`src/rtl/atom_2r2w_ctrl_if.sv`:
```
// atom_2r2w_ctrl_if: user request/return bundle plus the SRAM atom port bundle for the 2R2W controller.
// Latency: none, wires only.
// Backpressure: none on the atom side; the user side observes ready and drops requests while it is low.
interface atom_2r2w_ctrl_if #(
  parameter int BITADDR = 3,
  parameter int BITDATA = 1
) ();

  // user side
  logic               ready;
  logic               read_0;
  logic               read_1;
  logic [BITADDR-1:0] rd_adr_0;
  logic [BITADDR-1:0] rd_adr_1;
  logic               rd_vld_0;
  logic               rd_vld_1;
  logic [BITDATA-1:0] rd_dout_0;
  logic [BITDATA-1:0] rd_dout_1;
  logic               write_2;
  logic               write_3;
  logic [BITADDR-1:0] wr_adr_2;
  logic [BITADDR-1:0] wr_adr_3;
  logic [BITDATA-1:0] wr_din_2;
  logic [BITDATA-1:0] wr_din_3;
  logic               oor_err;

  // atom side
  logic               mem_read_0;
  logic               mem_read_1;
  logic [BITADDR-1:0] mem_rd_adr_0;
  logic [BITADDR-1:0] mem_rd_adr_1;
  logic [BITDATA-1:0] mem_rd_dout_0;
  logic [BITDATA-1:0] mem_rd_dout_1;
  logic               mem_write_2;
  logic               mem_write_3;
  logic [BITADDR-1:0] mem_wr_adr_2;
  logic [BITADDR-1:0] mem_wr_adr_3;
  logic [BITDATA-1:0] mem_wr_din_2;
  logic [BITDATA-1:0] mem_wr_din_3;

  // controller view
  modport master (
    output ready, rd_vld_0, rd_vld_1, rd_dout_0, rd_dout_1, oor_err,
    output mem_read_0, mem_read_1, mem_rd_adr_0, mem_rd_adr_1,
    output mem_write_2, mem_write_3, mem_wr_adr_2, mem_wr_adr_3, mem_wr_din_2, mem_wr_din_3,
    input  read_0, read_1, rd_adr_0, rd_adr_1,
    input  write_2, write_3, wr_adr_2, wr_adr_3, wr_din_2, wr_din_3,
    input  mem_rd_dout_0, mem_rd_dout_1
  );

  // environment view: user agent plus atom
  modport slave (
    input  ready, rd_vld_0, rd_vld_1, rd_dout_0, rd_dout_1, oor_err,
    input  mem_read_0, mem_read_1, mem_rd_adr_0, mem_rd_adr_1,
    input  mem_write_2, mem_write_3, mem_wr_adr_2, mem_wr_adr_3, mem_wr_din_2, mem_wr_din_3,
    output read_0, read_1, rd_adr_0, rd_adr_1,
    output write_2, write_3, wr_adr_2, wr_adr_3, wr_din_2, wr_din_3,
    output mem_rd_dout_0, mem_rd_dout_1
  );

endinterface

```
`src/rtl/atom_2r2w_ctrl.sv`:
```
// atom_2r2w_ctrl: reset-time init sweep, request forwarding and write-collision control for a 2R2W SRAM atom.
// Latency: requests forwarded combinationally; rd_vld trails mem_read by SRAM_DELAY cycles; oor_err one cycle later.
// Backpressure: none; requests are dropped (never stalled) while ready is low, reads pipeline without stalls.
module atom_2r2w_ctrl #(
  parameter int NUMADDR    = 8,
  parameter int BITADDR    = 3,
  parameter int BITDATA    = 1,
  parameter int SRAM_DELAY = 0,
  parameter int RSTINIT    = 0,
  parameter int RSTSTRT    = 0,
  parameter int RSTINCR    = 0
) (
  input  logic                   clk,
  input  logic                   rst,
  atom_2r2w_ctrl_if.master       io_bus
);

  // Two words are written per sweep cycle, one per write port.
  localparam int          INIT_CYC  = (NUMADDR + 1) / 2;
  localparam int          CNTW      = (INIT_CYC > 1) ? $clog2(INIT_CYC) : 1;
  localparam logic [CNTW-1:0] LAST_CNT = CNTW'(INIT_CYC - 1);
  localparam logic [31:0] NUM_U     = 32'(NUMADDR);
  localparam logic [31:0] STRT_U    = 32'(RSTSTRT);
  localparam logic [31:0] INCR_U    = 32'(RSTINCR);

  typedef enum logic {ST_INIT, ST_READY} state_t;
  localparam state_t RST_STATE = (RSTINIT != 0) ? ST_INIT : ST_READY;

  state_t            r_state;
  logic [CNTW-1:0]   r_init_cnt;
  logic              r_oor;

  logic              w_ready;
  logic              w_init;
  logic              w_rd_ok_0, w_rd_ok_1;
  logic              w_rd_oor_0, w_rd_oor_1;
  logic              w_wr_coll;
  logic              w_wr_ok_2, w_wr_ok_3;
  logic              w_wr_oor_2, w_wr_oor_3;
  logic              w_rd_vld_0, w_rd_vld_1;
  logic [31:0]       w_init_idx_2, w_init_idx_3;
  logic [31:0]       w_init_val_2, w_init_val_3;
  logic              w_init_wr_3;

  function automatic logic in_range(input logic [BITADDR-1:0] adr);
    return 32'(adr) < NUM_U;
  endfunction

  // Both qualifiers include !rst so every enable idles the moment reset asserts.
  assign w_ready = (r_state == ST_READY) && !rst;
  assign w_init  = (r_state == ST_INIT)  && !rst;

  assign io_bus.ready = w_ready;

  // Request qualification: only forwarded while ready and in range.
  assign w_rd_ok_0  = w_ready && io_bus.read_0  &&  in_range(io_bus.rd_adr_0);
  assign w_rd_ok_1  = w_ready && io_bus.read_1  &&  in_range(io_bus.rd_adr_1);
  assign w_rd_oor_0 = w_ready && io_bus.read_0  && !in_range(io_bus.rd_adr_0);
  assign w_rd_oor_1 = w_ready && io_bus.read_1  && !in_range(io_bus.rd_adr_1);
  assign w_wr_oor_2 = w_ready && io_bus.write_2 && !in_range(io_bus.wr_adr_2);
  assign w_wr_oor_3 = w_ready && io_bus.write_3 && !in_range(io_bus.wr_adr_3);

  // Same-address double write: port 3 wins, port 2 is squashed.
  assign w_wr_coll = io_bus.write_2 && io_bus.write_3 && (io_bus.wr_adr_2 == io_bus.wr_adr_3);
  assign w_wr_ok_2 = w_ready && io_bus.write_2 && in_range(io_bus.wr_adr_2) && !w_wr_coll;
  assign w_wr_ok_3 = w_ready && io_bus.write_3 && in_range(io_bus.wr_adr_3);

  // Sweep addresses/values computed in 32 bits and truncated on the way out.
  assign w_init_idx_2 = 32'(r_init_cnt) << 1;
  assign w_init_idx_3 = w_init_idx_2 + 32'd1;
  assign w_init_val_2 = STRT_U + w_init_idx_2 * INCR_U;
  assign w_init_val_3 = STRT_U + w_init_idx_3 * INCR_U;
  assign w_init_wr_3  = w_init && (w_init_idx_3 < NUM_U);

  // Sweep sequencer: one word pair per cycle, then hand over to user traffic.
  always_ff @(posedge clk or posedge rst) begin
    if (rst) begin
      r_state    <= RST_STATE;
      r_init_cnt <= '0;
    end else begin
      case (r_state)
        ST_INIT: begin
          if (r_init_cnt == LAST_CNT) begin
            r_state    <= ST_READY;
            r_init_cnt <= '0;
          end else begin
            r_init_cnt <= r_init_cnt + CNTW'(1);
          end
        end
        default: r_state <= ST_READY;
      endcase
    end
  end

  // Flag any dropped out-of-range request on the following cycle.
  always_ff @(posedge clk or posedge rst) begin
    if (rst) r_oor <= 1'b0;
    else     r_oor <= w_rd_oor_0 | w_rd_oor_1 | w_wr_oor_2 | w_wr_oor_3;
  end

  assign io_bus.oor_err = r_oor;

  // Read ports: pass through when qualified, otherwise drive zeros.
  assign io_bus.mem_read_0   = w_rd_ok_0;
  assign io_bus.mem_read_1   = w_rd_ok_1;
  assign io_bus.mem_rd_adr_0 = w_rd_ok_0 ? io_bus.rd_adr_0 : '0;
  assign io_bus.mem_rd_adr_1 = w_rd_ok_1 ? io_bus.rd_adr_1 : '0;

  // Write ports: sweep owns them during INIT, user traffic afterwards.
  always_comb begin
    io_bus.mem_write_2  = 1'b0;
    io_bus.mem_wr_adr_2 = '0;
    io_bus.mem_wr_din_2 = '0;
    io_bus.mem_write_3  = 1'b0;
    io_bus.mem_wr_adr_3 = '0;
    io_bus.mem_wr_din_3 = '0;
    if (w_init) begin
      io_bus.mem_write_2  = 1'b1;
      io_bus.mem_wr_adr_2 = BITADDR'(w_init_idx_2);
      io_bus.mem_wr_din_2 = BITDATA'(w_init_val_2);
      if (w_init_wr_3) begin
        io_bus.mem_write_3  = 1'b1;
        io_bus.mem_wr_adr_3 = BITADDR'(w_init_idx_3);
        io_bus.mem_wr_din_3 = BITDATA'(w_init_val_3);
      end
    end else begin
      if (w_wr_ok_2) begin
        io_bus.mem_write_2  = 1'b1;
        io_bus.mem_wr_adr_2 = io_bus.wr_adr_2;
        io_bus.mem_wr_din_2 = io_bus.wr_din_2;
      end
      if (w_wr_ok_3) begin
        io_bus.mem_write_3  = 1'b1;
        io_bus.mem_wr_adr_3 = io_bus.wr_adr_3;
        io_bus.mem_wr_din_3 = io_bus.wr_din_3;
      end
    end
  end

  // Read-valid tracking matches the atom latency exactly.
  generate
    if (SRAM_DELAY == 0) begin : g_nodly
      assign w_rd_vld_0 = w_rd_ok_0;
      assign w_rd_vld_1 = w_rd_ok_1;
    end else begin : g_dly
      logic [SRAM_DELAY-1:0] r_vld_0;
      logic [SRAM_DELAY-1:0] r_vld_1;

      // Shift forwarded read enables down the latency pipeline; reset drops in-flight reads.
      always_ff @(posedge clk or posedge rst) begin
        if (rst) begin
          r_vld_0 <= '0;
          r_vld_1 <= '0;
        end else begin
          r_vld_0 <= SRAM_DELAY'({r_vld_0, w_rd_ok_0});
          r_vld_1 <= SRAM_DELAY'({r_vld_1, w_rd_ok_1});
        end
      end

      assign w_rd_vld_0 = r_vld_0[SRAM_DELAY-1];
      assign w_rd_vld_1 = r_vld_1[SRAM_DELAY-1];
    end
  endgenerate

  assign io_bus.rd_vld_0  = w_rd_vld_0;
  assign io_bus.rd_vld_1  = w_rd_vld_1;
  assign io_bus.rd_dout_0 = w_rd_vld_0 ? io_bus.mem_rd_dout_0 : '0;
  assign io_bus.rd_dout_1 = w_rd_vld_1 ? io_bus.mem_rd_dout_1 : '0;

endmodule

```
`src/flat_wrapper.sv`:
```
// flat-port wrapper written by rule: the top's interface ports become plain ports
module atom_2r2w_ctrl_flat 
#(
  parameter int NUMADDR    = 8,
  parameter int BITADDR    = 3,
  parameter int BITDATA    = 1,
  parameter int SRAM_DELAY = 0,
  parameter int RSTINIT    = 0,
  parameter int RSTSTRT    = 0,
  parameter int RSTINCR    = 0
)
  (clk, rst, io_bus_ready, io_bus_rd_vld_0, io_bus_rd_vld_1, io_bus_rd_dout_0, io_bus_rd_dout_1, io_bus_oor_err, io_bus_mem_read_0, io_bus_mem_read_1, io_bus_mem_rd_adr_0, io_bus_mem_rd_adr_1, io_bus_mem_write_2, io_bus_mem_write_3, io_bus_mem_wr_adr_2, io_bus_mem_wr_adr_3, io_bus_mem_wr_din_2, io_bus_mem_wr_din_3, io_bus_read_0, io_bus_read_1, io_bus_rd_adr_0, io_bus_rd_adr_1, io_bus_write_2, io_bus_write_3, io_bus_wr_adr_2, io_bus_wr_adr_3, io_bus_wr_din_2, io_bus_wr_din_3, io_bus_mem_rd_dout_0, io_bus_mem_rd_dout_1);
  atom_2r2w_ctrl_if #(.BITADDR(BITADDR), .BITDATA(BITDATA)) io_bus_i ();
  input  logic clk;
  input  logic rst;
  output wire logic [$bits(io_bus_i.ready)-1:0] io_bus_ready;
  output wire logic [$bits(io_bus_i.rd_vld_0)-1:0] io_bus_rd_vld_0;
  output wire logic [$bits(io_bus_i.rd_vld_1)-1:0] io_bus_rd_vld_1;
  output wire logic [$bits(io_bus_i.rd_dout_0)-1:0] io_bus_rd_dout_0;
  output wire logic [$bits(io_bus_i.rd_dout_1)-1:0] io_bus_rd_dout_1;
  output wire logic [$bits(io_bus_i.oor_err)-1:0] io_bus_oor_err;
  output wire logic [$bits(io_bus_i.mem_read_0)-1:0] io_bus_mem_read_0;
  output wire logic [$bits(io_bus_i.mem_read_1)-1:0] io_bus_mem_read_1;
  output wire logic [$bits(io_bus_i.mem_rd_adr_0)-1:0] io_bus_mem_rd_adr_0;
  output wire logic [$bits(io_bus_i.mem_rd_adr_1)-1:0] io_bus_mem_rd_adr_1;
  output wire logic [$bits(io_bus_i.mem_write_2)-1:0] io_bus_mem_write_2;
  output wire logic [$bits(io_bus_i.mem_write_3)-1:0] io_bus_mem_write_3;
  output wire logic [$bits(io_bus_i.mem_wr_adr_2)-1:0] io_bus_mem_wr_adr_2;
  output wire logic [$bits(io_bus_i.mem_wr_adr_3)-1:0] io_bus_mem_wr_adr_3;
  output wire logic [$bits(io_bus_i.mem_wr_din_2)-1:0] io_bus_mem_wr_din_2;
  output wire logic [$bits(io_bus_i.mem_wr_din_3)-1:0] io_bus_mem_wr_din_3;
  input wire logic [$bits(io_bus_i.read_0)-1:0] io_bus_read_0;
  input wire logic [$bits(io_bus_i.read_1)-1:0] io_bus_read_1;
  input wire logic [$bits(io_bus_i.rd_adr_0)-1:0] io_bus_rd_adr_0;
  input wire logic [$bits(io_bus_i.rd_adr_1)-1:0] io_bus_rd_adr_1;
  input wire logic [$bits(io_bus_i.write_2)-1:0] io_bus_write_2;
  input wire logic [$bits(io_bus_i.write_3)-1:0] io_bus_write_3;
  input wire logic [$bits(io_bus_i.wr_adr_2)-1:0] io_bus_wr_adr_2;
  input wire logic [$bits(io_bus_i.wr_adr_3)-1:0] io_bus_wr_adr_3;
  input wire logic [$bits(io_bus_i.wr_din_2)-1:0] io_bus_wr_din_2;
  input wire logic [$bits(io_bus_i.wr_din_3)-1:0] io_bus_wr_din_3;
  input wire logic [$bits(io_bus_i.mem_rd_dout_0)-1:0] io_bus_mem_rd_dout_0;
  input wire logic [$bits(io_bus_i.mem_rd_dout_1)-1:0] io_bus_mem_rd_dout_1;
  assign io_bus_ready = io_bus_i.ready;
  assign io_bus_rd_vld_0 = io_bus_i.rd_vld_0;
  assign io_bus_rd_vld_1 = io_bus_i.rd_vld_1;
  assign io_bus_rd_dout_0 = io_bus_i.rd_dout_0;
  assign io_bus_rd_dout_1 = io_bus_i.rd_dout_1;
  assign io_bus_oor_err = io_bus_i.oor_err;
  assign io_bus_mem_read_0 = io_bus_i.mem_read_0;
  assign io_bus_mem_read_1 = io_bus_i.mem_read_1;
  assign io_bus_mem_rd_adr_0 = io_bus_i.mem_rd_adr_0;
  assign io_bus_mem_rd_adr_1 = io_bus_i.mem_rd_adr_1;
  assign io_bus_mem_write_2 = io_bus_i.mem_write_2;
  assign io_bus_mem_write_3 = io_bus_i.mem_write_3;
  assign io_bus_mem_wr_adr_2 = io_bus_i.mem_wr_adr_2;
  assign io_bus_mem_wr_adr_3 = io_bus_i.mem_wr_adr_3;
  assign io_bus_mem_wr_din_2 = io_bus_i.mem_wr_din_2;
  assign io_bus_mem_wr_din_3 = io_bus_i.mem_wr_din_3;
  assign io_bus_i.read_0 = io_bus_read_0;
  assign io_bus_i.read_1 = io_bus_read_1;
  assign io_bus_i.rd_adr_0 = io_bus_rd_adr_0;
  assign io_bus_i.rd_adr_1 = io_bus_rd_adr_1;
  assign io_bus_i.write_2 = io_bus_write_2;
  assign io_bus_i.write_3 = io_bus_write_3;
  assign io_bus_i.wr_adr_2 = io_bus_wr_adr_2;
  assign io_bus_i.wr_adr_3 = io_bus_wr_adr_3;
  assign io_bus_i.wr_din_2 = io_bus_wr_din_2;
  assign io_bus_i.wr_din_3 = io_bus_wr_din_3;
  assign io_bus_i.mem_rd_dout_0 = io_bus_mem_rd_dout_0;
  assign io_bus_i.mem_rd_dout_1 = io_bus_mem_rd_dout_1;
  atom_2r2w_ctrl #(.NUMADDR(NUMADDR), .BITADDR(BITADDR), .BITDATA(BITDATA), .SRAM_DELAY(SRAM_DELAY), .RSTINIT(RSTINIT), .RSTSTRT(RSTSTRT), .RSTINCR(RSTINCR)) u_core (.clk(clk), .rst(rst), .io_bus(io_bus_i));
endmodule
```
`config.mk`:
```
export PLATFORM = sky130hd
export DESIGN_NAME = atom_2r2w_ctrl_flat
export DESIGN_NICKNAME = d
export VERILOG_FILES = /design/src/rtl/atom_2r2w_ctrl_if.sv /design/src/rtl/atom_2r2w_ctrl.sv /design/src/flat_wrapper.sv
export SDC_FILE = /design/constraint.sdc
export NUM_CORES = 1
export LEC_CHECK = 0
export CAP_MARGIN = 20
export CORE_ASPECT_RATIO = 1.1
export CORE_UTILIZATION = 26
export CTS_CLUSTER_DIAMETER = 40
export DETAILED_ROUTE_END_ITERATION = 6
export PLACE_DENSITY = 0.79
export SYNTH_ARGS = -nofsm -noshare
export SYNTH_HDL_FRONTEND = slang
export SYNTH_SLANG_ARGS = --single-unit
```
`constraint.sdc`:
```
create_clock -name clk -period 2 [get_ports clk]
set_clock_uncertainty 0.15 [all_clocks]
set_input_delay 0.4 -clock clk [delete_from_list [all_inputs] [get_ports clk]]
set_output_delay 0.4 -clock clk [all_outputs]
set_load 0.02 [all_outputs]
```
==> impl_metrics.json <==
{
  "status": "complete, no violations",
  "numCtsBuffers": 3,
  "fin_ws_ps": 20.9,
  "place_congestion": 0.720,
  "tritoncts": "done",
  "min_period_ps": 1980,
  "die_width_um": 38.8,
  "grt_pass1_wl_um": 2010,
  "postLayoutCoreUtil_pct": 64.9,
  "p_per_area_nw_per_um2": 359,
  "port_buffers": 44,
  "met2_length_um": 681,
  "path_clk_slew_ps": 40,
  "vias": 532,
  "routed.top_layer": "met3",
  "dieArea_um2": 1650,
  "yosysSeqAreaShare_pct": 19.7,
  "drt_pass1_iterations": 4,
  "ys.flop_type": "dfrtp_1",
  "clk_latency_ps": 230,
  "synth_area_per_cell_um2": 8.25,
  "slew_violations": 0,
  "arrival_ps": 1430,
  "cp.required_ps": 1450,
  "detail_route.wl_per_cell_um": 11.6,
  "routed_wl_um": 1350,
  "antennaDiodeCount": 0,
  "max-clock-path-buffers": 2,
  "startpoint_type": "flop",
  "cap_violations": 0,
  "wl_met3_um": 199,
  "synth_xor_area_share_pct": 6.77,
  "seq_area_um2": 76.3,
  "grt_max_degree": 13,
  "p_leak_nw": 0.488,
  "min_path_type": "in -> async",
  "synth-edff-count": 0,
  "clkSinkCount": 3,
  "track_usage_pct": 16.8,
  "fin_crit_sh_pct": 99.0,
  "crit_fanout": 5,
  "yosys_warnings": 0,
  "synthCells": 47,
  "area_delta_synth_final_pct": 132,
  "power_uw": 323,
  "synth_mux_area_share_pct": 2.90,
  "rsz0062_at_grt": "true",
  "rr_worst_depth": 2,
  "dp_hpwl_um": 1050,
  "core_um2": 1380,
  "synth_compound_area_share_pct": 15.8,
  "n_fill_cell": 136,
  "synthAdderAreaFrac_pct": 3.23,
  "h-tree-depth": 1,
  "netlist_area_um2": 388,
  "synth_top_family_by_area": "simple AND/OR/NAND/NOR gates",
  "ir_drop_mv": 0.484,
  "drive_gt1_share_pct": 47.0,
  "whs_ps": 256,
  "r2r_slack_ps": 690,
  "crit_type": "reg -> out",
  "start_util_pct": 28.0,
  "fin_nets": 124,
  "multi_input_area_um2": 313,
  "timing.rr.start": "u_core.r_state",
  "first_global_vias": 502,
  "regToRegEndpoint": "u_core.r_init_cnt[1]",
  "antenna_found_initial": 0,
  "max_freq_mhz": 505,
  "ios": 46,
  "yosys_register_bits": 3,
  "pre_cts_slack_ps": -656,
  "async_flop_share_pct": 100,
  "drt_iter0_drc": 10,
  "root_buffer": "clkbuf_4",
  "ant_nets": 0,
  "grt_overflow": 0,
  "setup_violations": 0,
  "end_kind": "output pin",
  "finalHoldViolations": 0,
  "setup-tns-final_ps": 0,
  "remaining_drc_errors": 0,
  "routed_via_density": 4.59,
  "die_y_um": 42.5,
  "synth_simple_gate_area_share_pct": 38.7,
  "rows": 14,
  "synth_nets": 70,
  "ys_types": 24,
  "wl_met1_um": 469
}
## kinds of logic after synthesis
logic type	count (synthesis)
fa+ha+maj	1
buf+inv	7
mux	1
xor+xnor	3
simple gates	23
flops	3
compound gates	8
other cells	1
## worst max-delay path by stage
stage | endpoint | cells after the start | from
finish | io_bus_mem_wr_adr_2[1] | 4 | u_core.r_state
global route | io_bus_mem_wr_adr_2[1] | 4 | u_core.r_state
CTS | io_bus_mem_wr_adr_2[1] | 5 | io_bus_wr_adr_2[2]
detailed placement | io_bus_mem_wr_adr_2[1] | 5 | rst
global placement | io_bus_mem_wr_adr_2[1] | 5 | rst
floorplan | io_bus_rd_vld_0 | 4 | u_core.r_state
## layout by cell type (no fill, tap or decap), drive strengths merged
cell / instances
a21oi: 3
nor2: 1
xnor2: 3
o21ai: 1
buf: 30
and2: 4
nand3: 2
clkdlybuf4s50: 12
dfrtp: 2
ha: 1
dlygate4sd2: 6
conb: 1
nand3b: 1
and3: 9
clkdlybuf4s15: 2
o21a: 1
nand2: 1
dfstp: 1
clkbuf: 8
a41oi: 1
inv: 2
nor2b: 1
or2: 2
a22o: 2
mux2: 1
nand2b: 2
## sequential cells by signal (all words and copies together) (netlist names)
register	cells
u_core.r_init_cnt	2
u_core.r_state	1
## layout make-up
type	count	share of cell area, %
Tap cell	16	2.23
Inverter	2	0.836
Multi-Input combinational cell	37	34.8
Sequential cell	3	8.50
Clock buffer	4	2.92
Timing Repair Buffer	54	50.7
## critical path, cell delays in order, from the launching register on
cell and delay [ps]:
dfstp_2 580, nand3b_4 90, a41oi_4 220, a22o_1 190, buf_6 120
## synthesized netlist by cell type, types with 2 or more instances
cell / instances / area [µm²]
a22o_1: 2 / 17.5
dfrtp_1: 2 / 50.1
buf_4: 3 / 22.5
and2_1: 4 / 25.0
and3_1: 9 / 56.3
nand2b_1: 2 / 12.5
xnor2_1: 3 / 26.3
a21oi_1: 3 / 15.0
nand3_1: 2 / 10.0
or2_1: 2 / 12.5
inv_1: 2 / 7.51
## where the power goes
group          leakage (nW)  switching (mW)  total, mW  internal, mW
Clock                0.0150          0.0299      0.105        0.0747
Sequential           0.0385               0     0.0611        0.0611
Combinational         0.434          0.0707      0.157        0.0865
## metrics by stage
stage | cells | cell area (µm²)
after floorplan | 47 | 388
after global placement | 111 | 877
after detailed placement | 111 | 877
after CTS | 115 | 837
after global routing | 116 | 898
final | 116 | 898
## repair_timing
item	4_1_cts	5_1_grt
gates resized for setup	99	36
setup buffers	0	0
gates cloned	0	1
endpoints found under the setup margin	23	21
hold buffers	0	0
pin swaps	5	7
endpoints found under the hold margin	0	0
## layer usage
metal | global-route usage [%] | vias up
met5 | 0 | -
met1 | 16.2 | 233
li1 | - | 265
met2 | 32.3 | 34
met4 | 4.14 | 0
met3 | 4.79 | 0
(Power assumes the default switching activity.)
